===== src/rtl/lcd_pkg.sv =====
// Command codes and sequencer state encoding shared by the LCD command path.
package lcd_pkg;

    localparam logic [3:0] CMD_WRITE       = 4'd0;
    localparam logic [3:0] CMD_SHIFT_UP    = 4'd1;
    localparam logic [3:0] CMD_SHIFT_DOWN  = 4'd2;
    localparam logic [3:0] CMD_SHIFT_LEFT  = 4'd3;
    localparam logic [3:0] CMD_SHIFT_RIGHT = 4'd4;
    localparam logic [3:0] CMD_MAX         = 4'd5;
    localparam logic [3:0] CMD_MIN         = 4'd6;
    localparam logic [3:0] CMD_AVG         = 4'd7;
    localparam logic [3:0] CMD_ROTATE_CW   = 4'd8;
    localparam logic [3:0] CMD_ROTATE_CCW  = 4'd9;
    localparam logic [3:0] CMD_MIRROR_X    = 4'd10;
    localparam logic [3:0] CMD_MIRROR_Y    = 4'd11;
    localparam logic [3:0] CMD_LAST        = CMD_MIRROR_Y;

    typedef enum logic [2:0] {
        ST_BOOT      = 3'd0,
        ST_READY     = 3'd1,
        ST_WAIT_ACK  = 3'd2,
        ST_WAIT_IDLE = 3'd3,
        ST_WAIT_DONE = 3'd4
    } seq_state_e;

    function automatic logic cmd_is_legal(input logic [3:0] code);
        return code <= CMD_LAST;
    endfunction

endpackage


===== src/rtl/lcd_cmd_fifo.sv =====
// Synchronous command FIFO; pointers carry one extra wrap bit to tell full from empty.
module lcd_cmd_fifo #(
    parameter int DEPTH = 8,
    parameter int WIDTH = 4
) (
    input  logic             clk_i,
    input  logic             rst_n_i,
    input  logic             push_i,
    input  logic [WIDTH-1:0] data_i,
    input  logic             pop_i,
    output logic [WIDTH-1:0] head_o,
    output logic             full_o,
    output logic             empty_o
);

    localparam int AW = $clog2(DEPTH);
    localparam logic [AW:0] PTR_ONE = (AW+1)'(1);

    logic [WIDTH-1:0] mem_q [DEPTH];
    logic [AW:0]      wr_ptr_q, wr_ptr_d;
    logic [AW:0]      rd_ptr_q, rd_ptr_d;
    logic             do_push;
    logic             do_pop;

    assign empty_o = (wr_ptr_q == rd_ptr_q);
    assign full_o  = (wr_ptr_q[AW] != rd_ptr_q[AW]) &&
                     (wr_ptr_q[AW-1:0] == rd_ptr_q[AW-1:0]);

    // A push into a full FIFO is fine when the head leaves in the same cycle.
    assign do_pop  = pop_i && !empty_o;
    assign do_push = push_i && (!full_o || do_pop);

    assign wr_ptr_d = do_push ? (wr_ptr_q + PTR_ONE) : wr_ptr_q;
    assign rd_ptr_d = do_pop  ? (rd_ptr_q + PTR_ONE) : rd_ptr_q;
    assign head_o   = mem_q[rd_ptr_q[AW-1:0]];

    always_ff @(posedge clk_i or negedge rst_n_i) begin
        if (!rst_n_i) begin
            wr_ptr_q <= '0;
            rd_ptr_q <= '0;
        end else begin
            wr_ptr_q <= wr_ptr_d;
            rd_ptr_q <= rd_ptr_d;
        end
    end

    always_ff @(posedge clk_i) begin
        if (do_push) begin
            mem_q[wr_ptr_q[AW-1:0]] <= data_i;
        end
    end

endmodule


===== src/rtl/lcd_cmd_sequencer.sv =====
// Buffers host commands and issues them one at a time to the LCD controller,
// following its busy/done handshake and flagging illegal codes and lost acks.
//
// state        | meaning
// -------------+---------------------------------------------------------
// ST_BOOT      | controller loading its image; wait for busy to drop
// ST_READY     | free to issue the FIFO head once busy is low
// ST_WAIT_ACK  | strobe sent; wait for busy to rise or the ack timer to expire
// ST_WAIT_IDLE | non-Write command running; wait for busy to fall
// ST_WAIT_DONE | Write running; wait for done (or busy falling without it)
module lcd_cmd_sequencer
    import lcd_pkg::*;
#(
    parameter int DEPTH       = 8,
    parameter int ACK_TIMEOUT = 16,
    parameter int CNT_W       = 16
) (
    input  logic             clk_i,
    input  logic             rst_n_i,
    input  logic [3:0]       host_cmd_i,
    input  logic             host_valid_i,
    output logic             host_ready_o,
    input  logic             lcd_busy_i,
    input  logic             lcd_done_i,
    output logic [3:0]       lcd_cmd_o,
    output logic             lcd_cmd_valid_o,
    output logic             frame_done_o,
    output logic             illegal_cmd_o,
    output logic             timeout_err_o,
    output logic             idle_o,
    output logic [CNT_W-1:0] issued_cnt_o
);

    localparam int TMR_W = $clog2(ACK_TIMEOUT + 1);
    localparam logic [TMR_W-1:0] TMR_LOAD = TMR_W'(ACK_TIMEOUT - 1);
    localparam logic [TMR_W-1:0] TMR_ONE  = TMR_W'(1);
    localparam logic [CNT_W-1:0] CNT_ONE  = CNT_W'(1);

    seq_state_e       state_q, state_d;
    logic [3:0]       lcd_cmd_q, lcd_cmd_d;
    logic             valid_q, valid_d;
    logic             frame_q, frame_d;
    logic             illegal_q, illegal_d;
    logic             timeout_q, timeout_d;
    logic             idle_q, idle_d;
    logic [TMR_W-1:0] timer_q, timer_d;
    logic [CNT_W-1:0] cnt_q, cnt_d;

    logic             fifo_push;
    logic             fifo_pop;
    logic             fifo_full;
    logic             fifo_empty;
    logic [3:0]       fifo_head;
    logic             host_fire;

    assign fifo_pop     = (state_q == ST_READY) && !fifo_empty && !lcd_busy_i;
    assign host_ready_o = !fifo_full || fifo_pop;
    assign host_fire    = host_valid_i && host_ready_o;
    assign fifo_push    = host_fire && cmd_is_legal(host_cmd_i);

    lcd_cmd_fifo #(
        .DEPTH (DEPTH),
        .WIDTH (4)
    ) u_fifo (
        .clk_i   (clk_i),
        .rst_n_i (rst_n_i),
        .push_i  (fifo_push),
        .data_i  (host_cmd_i),
        .pop_i   (fifo_pop),
        .head_o  (fifo_head),
        .full_o  (fifo_full),
        .empty_o (fifo_empty)
    );

    always_comb begin
        state_d   = state_q;
        lcd_cmd_d = lcd_cmd_q;
        valid_d   = 1'b0;
        frame_d   = 1'b0;
        timeout_d = 1'b0;
        timer_d   = timer_q;
        cnt_d     = cnt_q;
        illegal_d = host_fire && !cmd_is_legal(host_cmd_i);
        idle_d    = (state_q == ST_READY) && fifo_empty;

        case (state_q)
            ST_BOOT: begin
                if (!lcd_busy_i) begin
                    state_d = ST_READY;
                end
            end
            ST_READY: begin
                if (fifo_pop) begin
                    lcd_cmd_d = fifo_head;
                    valid_d   = 1'b1;
                    timer_d   = TMR_LOAD;
                    state_d   = ST_WAIT_ACK;
                end
            end
            ST_WAIT_ACK: begin
                // An ack on the final timer cycle still wins over the timeout.
                if (lcd_busy_i) begin
                    cnt_d   = cnt_q + CNT_ONE;
                    state_d = (lcd_cmd_q == CMD_WRITE) ? ST_WAIT_DONE : ST_WAIT_IDLE;
                end else if (timer_q == '0) begin
                    timeout_d = 1'b1;
                    state_d   = ST_READY;
                end else begin
                    timer_d = timer_q - TMR_ONE;
                end
            end
            ST_WAIT_IDLE: begin
                if (!lcd_busy_i) begin
                    state_d = ST_READY;
                end
            end
            ST_WAIT_DONE: begin
                if (lcd_done_i) begin
                    frame_d = 1'b1;
                    state_d = ST_READY;
                end else if (!lcd_busy_i) begin
                    state_d = ST_READY;
                end
            end
            default: state_d = ST_BOOT;
        endcase
    end

    always_ff @(posedge clk_i or negedge rst_n_i) begin
        if (!rst_n_i) begin
            state_q   <= ST_BOOT;
            lcd_cmd_q <= '0;
            valid_q   <= 1'b0;
            frame_q   <= 1'b0;
            illegal_q <= 1'b0;
            timeout_q <= 1'b0;
            idle_q    <= 1'b0;
            timer_q   <= '0;
            cnt_q     <= '0;
        end else begin
            state_q   <= state_d;
            lcd_cmd_q <= lcd_cmd_d;
            valid_q   <= valid_d;
            frame_q   <= frame_d;
            illegal_q <= illegal_d;
            timeout_q <= timeout_d;
            idle_q    <= idle_d;
            timer_q   <= timer_d;
            cnt_q     <= cnt_d;
        end
    end

    assign lcd_cmd_o       = lcd_cmd_q;
    assign lcd_cmd_valid_o = valid_q;
    assign frame_done_o    = frame_q;
    assign illegal_cmd_o   = illegal_q;
    assign timeout_err_o   = timeout_q;
    assign idle_o          = idle_q;
    assign issued_cnt_o    = cnt_q;

endmodule


===== config.mk =====
export PLATFORM = sky130hd
export DESIGN_NAME = lcd_cmd_sequencer
export DESIGN_NICKNAME = d
export VERILOG_FILES = /design/src/rtl/lcd_pkg.sv /design/src/rtl/lcd_cmd_fifo.sv /design/src/rtl/lcd_cmd_sequencer.sv
export SDC_FILE = /design/constraint.sdc
export NUM_CORES = 1
export LEC_CHECK = 0
export ABC_AREA = 1
export BUFFER_PORTS_ARGS = -buffer_cell sky130_fd_sc_hd__buf_2
export CAP_MARGIN = 20
export CORE_UTILIZATION = 40
export CTS_CLUSTER_DIAMETER = 30
export DETAILED_ROUTE_END_ITERATION = 7
export MAX_ROUTING_LAYER = met4
export SLEW_MARGIN = 10
export SYNTH_ARGS = -nofsm -noshare
export SYNTH_HDL_FRONTEND = slang
export SYNTH_SLANG_ARGS = --single-unit

===== constraint.sdc =====
create_clock -name clk_i -period 3.84 [get_ports clk_i]
set_clock_uncertainty 0.05 [all_clocks]
set_input_delay 0.192 -clock clk_i [delete_from_list [all_inputs] [get_ports clk_i]]
set_output_delay 0.192 -clock clk_i [all_outputs]
set_load 0.05 [all_outputs]

### Word level (Yosys, flattened, before mapping)

Memories as Yosys holds them, arrays and structs flattened. A register that Yosys moved wholly into a read port is not among the register bits.
Cells that the tools add are included.
Widths: inputs -> output; s select.

* bits in registers: 37
* latch bits: 0
* memory bits (writable): 32
* ROM bits: 0
* input bits: 9
* output and inout bits: 26
* word-level logic and storage cells: 72
* memories: 1

Memory list
* u_fifo.mem_q: depth 8, bits a word 4, read ports 1, clocked after Yosys merged registers in 1, wr ports 1, line lcd_cmd_fifo.sv:19 `logic [WIDTH-1:0] mem_q [DEPTH];`

* $add $sub $neg: 4
* multipliers: 0
* divide/modulo/power cells: 0
* magnitude comparators: 1
* equal/unequal tests: 11
* shift operators: 0
* multiplexer cells: 20
* bitwise operators: 0
* reductions and logical operators: 25

Operators by type and width (number)
* $mux 3: 6
* $add 16x1->16 const B: 1
* $mux 5: 3
* $pmux 3 s4: 1
* $pmux 5 s2: 1
* $logic_and 1x1->1: 9
* $mux 1: 9
* $add 4x1->4 const B: 2
* $eq 3x2->1 const B: 2
* $ne 2x2->1 const B: 3
* $reduce_and 2->1: 3
* $logic_not 1->1: 5
* $logic_not 5->1: 1
* $sub 5x1->5 const B: 1
* $eq 4x4->1: 1
* $le 4x4->1 const B: 1
* $logic_not 4->1: 1
* $reduce_and 4->1: 1
* $eq 3x1->1 const B: 1
* $eq 3x3->1: 1
* $eq 3x3->1 const B: 1
* $logic_not 3->1: 1
* $ne 3x3->1 const B: 1
* $logic_or 1x1->1: 2
* other kinds (3): 3

### Longest topological paths before layout

Gate-level depths: netlist (run 1).

* depth after elaboration: 10
* gate-level depth with buffers: 11
* mapped depth without buffers: 10

### Cells and area by module

A second synthesis (run 1) with hierarchy kept.

* cells, all modules: 388
* area total of the unflattened synthesis: 3568.4 um^2

Modules (own cells, without submodules)
* lcd_cmd_fifo: times used 1, cells an instance 171, area each 1819.2 um^2, seq. area each 1161.1 um^2
* lcd_cmd_sequencer: times used 1, cells an instance 217, area each 1749.2 um^2, seq. area each 825.8 um^2

### Worst setup path before layout (run 1)

Ideal clock, no wire load.

* path type: reg-to-reg
* from: register u_fifo.rd_ptr_q[2]
* to: memory u_fifo.mem_q[6][0] (enable)
* setup time: 0.329 ns
* arrival: 1.455 ns
* required time: 3.461 ns
* path slack: 2.006 ns
* cell stages (with the launch flop): 10
* buffers on the path: 2
* clock period less this slack: 1.834 ns
* cells stage by stage: dfrtp_1 buf_4 inv_2 nand2_1 nand2_1 inv_1 nand4_4 nand3_2 buf_6 nor2_1

* word-level cells in the longest chain between the ends: 10
* elaborated cells on any way between the ends: 15
* those cells by class: eq/ne: 2; mux: 2; reduce/logical: 11

RTL lines
* start, declared: line lcd_cmd_fifo.sv:21 `logic [AW:0] rd_ptr_q, rd_ptr_d;`
* start signal, assigned: line lcd_cmd_fifo.sv:43 `rd_ptr_q <= rd_ptr_d;`
* $eq 4x4->1: line lcd_cmd_fifo.sv:25 `assign empty_o = (wr_ptr_q == rd_ptr_q);`
* $logic_not 1->1: line lcd_cmd_sequencer.sv:56 `assign fifo_pop = (state_q == ST_READY) && !fifo_empty && !lcd_busy_i;`
* $logic_and 1x1->1 (2 in series): line lcd_cmd_sequencer.sv:56
* $logic_or 1x1->1 (*): line lcd_cmd_sequencer.sv:57 `assign host_ready_o = !fifo_full || fifo_pop;`
* via host_ready_o: line lcd_cmd_sequencer.sv:22 `output logic host_ready_o,`
* $logic_and 1x1->1 (*): line lcd_cmd_sequencer.sv:58 `assign host_fire = host_valid_i && host_ready_o;`
* $logic_and 1x1->1 (*): line lcd_cmd_sequencer.sv:59 `assign fifo_push = host_fire && cmd_is_legal(host_cmd_i);`
* $logic_and 1x1->1 (*): line lcd_cmd_fifo.sv:31 `assign do_push = push_i && (!full_o || do_pop);`
* $mux 1 (*): line lcd_cmd_fifo.sv:48 `if (do_push) begin`
* $mux 1 (implied by the code) (*): line lcd_cmd_fifo.sv:49 `mem_q[wr_ptr_q[AW-1:0]] <= data_i;`
* end, declared: line lcd_cmd_fifo.sv:19

Mark *: on every way through the listed nets, which the timed path passes. The rest lies on a longest branch.

### Worst setup path in the final report (run 1)

* from: register u_fifo.rd_ptr_q[0]
* to: memory u_fifo.mem_q[6][0] (enable)

* word-level cells in the longest chain between the ends: 10
* elaborated cells on any way between the ends: 15
* those cells by class: eq/ne: 2; mux: 2; reduce/logical: 11

RTL lines (line)
* $eq 4x4->1: lcd_cmd_fifo.sv:25
* $logic_not 1->1: lcd_cmd_fifo.sv:30, lcd_cmd_sequencer.sv:56
* $logic_and 1x1->1 (2 in series): lcd_cmd_sequencer.sv:56
* $logic_or 1x1->1: lcd_cmd_sequencer.sv:57
* $logic_and 1x1->1: lcd_cmd_sequencer.sv:58
* $logic_and 1x1->1: lcd_cmd_sequencer.sv:59
* $logic_and 1x1->1 (*): lcd_cmd_fifo.sv:31
* $mux 1 (*): lcd_cmd_fifo.sv:48
* $mux 1 (implied by the code) (*): lcd_cmd_fifo.sv:49

Mark *: on every way between the ends. The rest lies on a longest branch, timed or not.

==> results of run 1 <==
[cell type report]
type	instances	area [sq um]
flip-flops and latches	73	1990
multi-input cells	286	1440
fillers	838	4660
clock buffers	11	153
repair buffers	36	190
inverters	35	131
well taps	108	135
clock inverters	5	76.3
[state kept, by name (all words and copies together), names as in the netlist, 3 cells and up]
name,cells
u_fifo.rd_ptr_q,4
u_fifo.mem_q,32
issued_cnt_o,16
timer_q,5
state_q,3
u_fifo.wr_ptr_q,4
lcd_cmd_o,4
[stage by stage]
stage	utilization [%]	total power, mW	worst slack [ps]	instance area (sq um)	cells
finish	46.9	3.26	1570	4110	554
global placement	44.0	2.57	1670	3860	536
floorplan	-	2.30	2010	3630	405
global route	46.9	3.50	1360	4110	554
detailed placement	44.0	2.58	1570	3860	536
CTS	46.9	3.28	1560	4110	554
[power by group]
part	switching [mW]	total [mW]	internal [mW]
registers	0.224	1.23	1.00
clock network	0.291	0.695	0.404
logic	0.939	1.34	0.401
[repair_timing]
item	4_1_cts	5_1_grt
endpoints found under the hold margin	42	0
setup buffers	0	0
hold buffers	2	0
[worst max path at each step]
stage | from | slack, ps | depth (start not counted) | end
5_1_grt | u_fifo.rd_ptr_q[0] | 1360 | 7 | u_fifo.mem_q[1][1]
3_3_place_gp | u_fifo.rd_ptr_q[0] | 1670 | 7 | u_fifo.mem_q[5][2]
2_1_floorplan | u_fifo.rd_ptr_q[2] | 2010 | 9 | u_fifo.mem_q[6][0]
3_5_place_dp | u_fifo.rd_ptr_q[0] | 1570 | 7 | u_fifo.mem_q[6][3]
4_1_cts | u_fifo.rd_ptr_q[0] | 1560 | 7 | u_fifo.mem_q[1][0]
6_report | u_fifo.rd_ptr_q[0] | 1570 | 7 | u_fifo.mem_q[6][0]
[cell usage after synthesis, drive strengths merged, types with 2 or more instances]
cell type,n
buf,9
clkbuf,2
dfrtp,41
edfxtp,32
ha,5
inv,34
nand2,122
nand3,24
nand4,12
nor2,56
nor3,6
o21ai,36
o22ai,4
xnor2,5
xor2,9
[routing by layer]
layer / up-vias / track usage [%] / wire (microns)
met5: - / - / 0
met4: 0 / 4.86 / 89
met3: 7 / 4.82 / 291
met2: 52 / 26.0 / 3330
met1: 1291 / 23.4 / 3730
li1: 1395 / - / -
[kinds of logic after synthesis]
family                   count (synthesis)
adder cells (fa/ha/maj)                  5
AO/OA/AOI/OAI                           45
flip-flops                              73
XOR/XNOR                                14
buffers and inverters                   46
AND/OR/NAND/NOR                        222
==> impl_metrics.env, run 1 <==
export IMPL_drive_gt1_share_pct=17.5
export IMPL_place_congestion=0.816
export IMPL_max_stage_delay_ps=590
export IMPL_hold_path_end="timeout_err_o"
export IMPL_async_reset_ff_share_pct=56.2
export IMPL_synth_edf_count=32
export IMPL_crit_path_start_kind="register"
export IMPL_synthMuxAreaShare_pct=0
export IMPL_port_buffers=34
export IMPL_insertion_delay_ps=350
export IMPL_grt_first_pass_wirelength_microns=12700
export IMPL_grt_usage_pct=17.4
export IMPL_seq_area_frac_synth_pct=54.8
export IMPL_slew_headroom_pct=38.8
export IMPL_rr_worst_depth=7
export IMPL_ir_drop_uv=288
export IMPL_diodes=0
export IMPL_yosysTopAreaCellShare_pct=28.3
export IMPL_viasPerCell=4.95
export IMPL_setup_viol=0
export IMPL_path_cells="inv_2 > nand2_1 > nand2_2 > nor2_4 > nand4_4 > nand3_2 > nor2_1"
export IMPL_cpMaxStageDelayCell="dfrtp_1"
export IMPL_finalCriticalPeriod_ps=2270
export IMPL_final_hold_violation_count=0
export IMPL_start_util_pct=41.4
export IMPL_grt_pass1_vias=2716
export IMPL_final_nets=455
export IMPL_status="finished clean"
export IMPL_ys_warn_count=0
export IMPL_post_route_drc_count=0
export IMPL_synth_flop_cell="dfrtp_1"
export IMPL_hp_start="lcd_busy_i"
export IMPL_fin_crit_sh_pct=59.2
export IMPL_numClockSinks=73
export IMPL_num_io_pins=35
export IMPL_syn_to_final_growth_pct=13.3
export IMPL_cts_buffer_depth=2
export IMPL_synthCells=405
export IMPL_final_common_cell="nand2_1"
export IMPL_p_per_area_nw_per_um2=794
export IMPL_synth_top_family_by_area="simple AND/OR/NAND/NOR gates"
export IMPL_max_cap_violations=0
export IMPL_cts_tree="done"
export IMPL_rr_startpoint="u_fifo.rd_ptr_q[0]"
export IMPL_die_w_microns=97.2
export IMPL_slew_viol_final=0
export IMPL_dp_hpwl_microns=5170
export IMPL_r2r_slack_ps=1570
export IMPL_holdWs_ps=37.3
export IMPL_drt_pass1_iterations=4
export IMPL_fmax_mhz=440
export IMPL_core_sq_um=8760
export IMPL_synth_adder_area_share_pct=1.73
export IMPL_htree_levels=3
export IMPL_synth_xor_area_share_pct=3.38
export IMPL_synth_simple_gate_area_share_pct=27.3
export IMPL_worst_path_max_fanout=20
export IMPL_via_count=2745
export IMPL_ctsResizeCount=0
export IMPL_wire_per_inst_microns=13.4
export IMPL_syn_cell_area_sq_um=3630
export IMPL_finalSetupTns_ps=0
export IMPL_cp_arrival_ps=2250
export IMPL_antenna_found_initial=0
export IMPL_synth_nets=419
export IMPL_die_h_microns=97.2
export IMPL_syn_avg_cell_area_sq_um=8.95
export IMPL_r2r_end="u_fifo.mem_q[6][0]"
export IMPL_grt_max_degree=42
export IMPL_clk_pin_slew_worst_paths_ps=80
export IMPL_crit_family="simple AND/OR/NAND/NOR gates"
export IMPL_ys_ff_latch=73
export IMPL_path_class="reg -> reg"
export IMPL_die_area_sq_um=9450
export IMPL_p_leak_nw=1.80
export IMPL_ys_types=32
export IMPL_cp_end_kind="register"
export IMPL_fp_row_count=34
export IMPL_cts_root_buf="clkbuf_8"
export IMPL_crit_buf_inv=1
export IMPL_required_ps=3810
export IMPL_worst_slew_pin_slew_ps=918
export IMPL_yosys_top_cells_area="dfrtp_1 (28%), edfxtp_1 (27%), nand2_1 (11%)"
export IMPL_synth_compound_area_share_pct=7.18
export IMPL_rsz0062_at_grt="false"
export IMPL_ant_nets=0
export IMPL_yosysTopAreaCell="dfrtp_1"
export IMPL_final_cell_mix="nand2_1 (111), nor2_1 (54), dfrtp_1 (41), o21ai_0 (34), buf_2 (34)"
export IMPL_cts_made_buffers=9
export IMPL_grt_ovfl_total=0
export IMPL_min_path_type="in -> reg"
export IMPL_whs_path_depth=2
export IMPL_drt_wl_total_microns=7440
export IMPL_drt_initial_drc_count=139
No activity file was read; power rests on OpenSTA's default activity.
==> run 2, diff against run 1 <==
==> constraint.sdc (replaced) <==
create_clock -name clk_i -period 2.2 [get_ports clk_i]
set_clock_uncertainty 0.05 [all_clocks]
set_input_delay 0.11 -clock clk_i [delete_from_list [all_inputs] [get_ports clk_i]]
set_output_delay 0.11 -clock clk_i [all_outputs]
set_load 0.05 [all_outputs]
==> run 2 against run 1 <==
  * Count of clock-buffer cells in the layout is 2 lower
  * Via count is 0.44% higher
  * Non-clock buffer count is 6 higher
  * Clock power is 65% higher
  * Maximum frequency is 13% higher
  * Global-route usage hardly changed
  * Final area is 0.97% higher
  * Utilization is 0.46 points higher
  * Largest power group unchanged
==> impl_metrics.env, run 2 (synthesis results as in run 1) <==
export IMPL_finalSetupTns_ps=0
export IMPL_path_cells="inv_1 > nand2_1 > nand2_1 > inv_1 > nand4_4 > nand3_2 > nor2_1"
export IMPL_cp_startpoint="u_fifo.wr_ptr_q[2]"
export IMPL_cts_root_buf="clkbuf_8"
export IMPL_postCtsHoldBufs=4
export IMPL_num_io_pins=35
export IMPL_max_stage_delay_ps=500
export IMPL_crit_path_start_kind="register"
export IMPL_die_area_sq_um=9450
export IMPL_port_buffers=34
export IMPL_drt_initial_drc_count=131
export IMPL_multi_input_area_sq_um=1440
export IMPL_p_per_area_nw_per_um2=1370
export IMPL_post_cts_buffers=0
export IMPL_cp_end_kind="register"
export IMPL_grt_usage_pct=17.4
export IMPL_die_h_microns=97.2
export IMPL_insertion_delay_ps=350
export IMPL_setup_viol=0
export IMPL_via_count=2757
export IMPL_place_congestion=0.826
export IMPL_final_cell_mix="nand2_1 (111), nor2_1 (54), dfrtp_1 (41), o21ai_0 (34), buf_2 (34)"
export IMPL_finalPower_mw=5.69
export IMPL_grt_first_pass_wirelength_microns=12700
export IMPL_ant_nets=0
export IMPL_max_cap_violations=0
export IMPL_drive_gt1_share_pct=18.4
export IMPL_diodes=0
export IMPL_syn_to_final_growth_pct=14.4
export IMPL_final_nets=461
export IMPL_htree_levels=3
export IMPL_p_leak_nw=1.82
export IMPL_final_hold_violation_count=0
export IMPL_largest_register_ffs=32
export IMPL_rsz0062_at_grt="false"
export IMPL_fp_row_count=34
export IMPL_slew_viol_final=0
export IMPL_core_sq_um=8760
export IMPL_rr_startpoint="u_fifo.wr_ptr_q[2]"
export IMPL_grt_pass1_vias=2570
export IMPL_status="finished clean"
export IMPL_fin_crit_sh_pct=91.7
export IMPL_final_common_cell="nand2_1"
export IMPL_min_path_type="in -> reg"
export IMPL_viasPerCell=4.92
export IMPL_worst_slew_pin_slew_ps=924
export IMPL_drt_wl_total_microns=7380
export IMPL_required_ps=2160
export IMPL_rr_worst_depth=7
export IMPL_cts_tree="done"
export IMPL_slew_headroom_pct=38.4
export IMPL_ir_drop_uv=541
export IMPL_antenna_found_initial=0
export IMPL_wire_per_inst_microns=13.2
export IMPL_post_route_drc_count=0
export IMPL_crit_path_end="u_fifo.mem_q[1][0]"
export IMPL_cp_arrival_ps=1980
export IMPL_path_class="reg -> reg"
export IMPL_clk_pin_slew_worst_paths_ps=80
export IMPL_die_w_microns=97.2
export IMPL_finalCriticalPeriod_ps=2020
export IMPL_cts_made_buffers=9
export IMPL_n_fill_cell=843
export IMPL_cts_buffer_depth=2
export IMPL_start_util_pct=41.4
export IMPL_seqCellArea_sq_um=1990
export IMPL_worst_path_max_fanout=12
export IMPL_grt_ovfl_total=0
export IMPL_numClockSinks=73
export IMPL_r2r_end="u_fifo.mem_q[1][0]"
export IMPL_r2r_slack_ps=180
export IMPL_ctsResizeCount=0
export IMPL_grt_max_degree=42
export IMPL_fmax_mhz=496
export IMPL_dp_hpwl_microns=5350
export IMPL_drt_pass1_iterations=5
export IMPL_cpMaxStageDelayCell="dfrtp_1"
## run 2: cell types whose count changed in the layout (fill, tap and decap cells not counted)
| cell | delta |
|---|---|
| buf_4 | +4 |
| clkbuf_1 | -1 |
| clkbuf_16 | -1 |
| clkinv_4 | +2 |
| clkinvlp_4 | +1 |
| dlygate4sd3_1 | +2 |
| inv_4 | -1 |
## run 2: final cells by class
class | instances | share of cell area (%)
Timing Repair Buffer | 42 | 5.79
Clock inverter | 7 | 2.29
Inverter | 35 | 3.17
Sequential cell | 73 | 47.9
Clock buffer | 9 | 2.99
Multi-Input combinational cell | 286 | 34.6
Tap cell | 108 | 3.26
## run 2: worst min path at each step
stage	start	to	slack [ps]	cells after the start
2_1_floorplan	rst_n_i	frame_done_o	-240	0
3_3_place_gp	rst_n_i	timer_q[3]	260	1
3_5_place_dp	rst_n_i	timer_q[3]	260	1
4_1_cts	host_cmd_i[0]	u_fifo.mem_q[0][0]	20	1
5_1_grt	host_cmd_i[2]	u_fifo.mem_q[6][2]	30	1
6_report	host_cmd_i[0]	u_fifo.mem_q[0][0]	20	1
## run 2: routing by layer
layer | wire [microns] | GRT usage [%] | vias to the layer above
met4 | 119 | 6.11 | 0
met3 | 307 | 4.60 | 11
met2 | 3200 | 25.3 | 53
met5 | 0 | - | -
met1 | 3760 | 23.7 | 1289
li1 | - | - | 1404
## run 2: critical path: cells and delay by family, from the launching register on
family	cells	cell delay, ps
flip-flops	1	500
buffers and inverters	2	220
AND/OR/NAND/NOR	5	910
## run 2: metrics by stage
step / instance area, sq um / worst slack [ps] / utilization (%) / hold WS [ps] / std cells
after floorplan: 3630 / 366 / - / -236 / 405
after global placement: 3890 / 269 / 44.4 / 262 / 540
after global routing: 4150 / 40.1 / 47.3 / 27.8 / 560
final: 4150 / 183 / 47.3 / 24.6 / 560
after CTS: 4150 / 186 / 47.3 / 16.9 / 560
after detailed placement: 3890 / 232 / 44.4 / 264 / 540
## run 2: power by group
group | internal, mW | leakage [nW] | total (mW) | switching, mW
Combinational | 0.744 | 0.890 | 2.47 | 1.72
Clock | 0.638 | 0.109 | 1.15 | 0.517
Sequential | 1.75 | 0.819 | 2.07 | 0.318
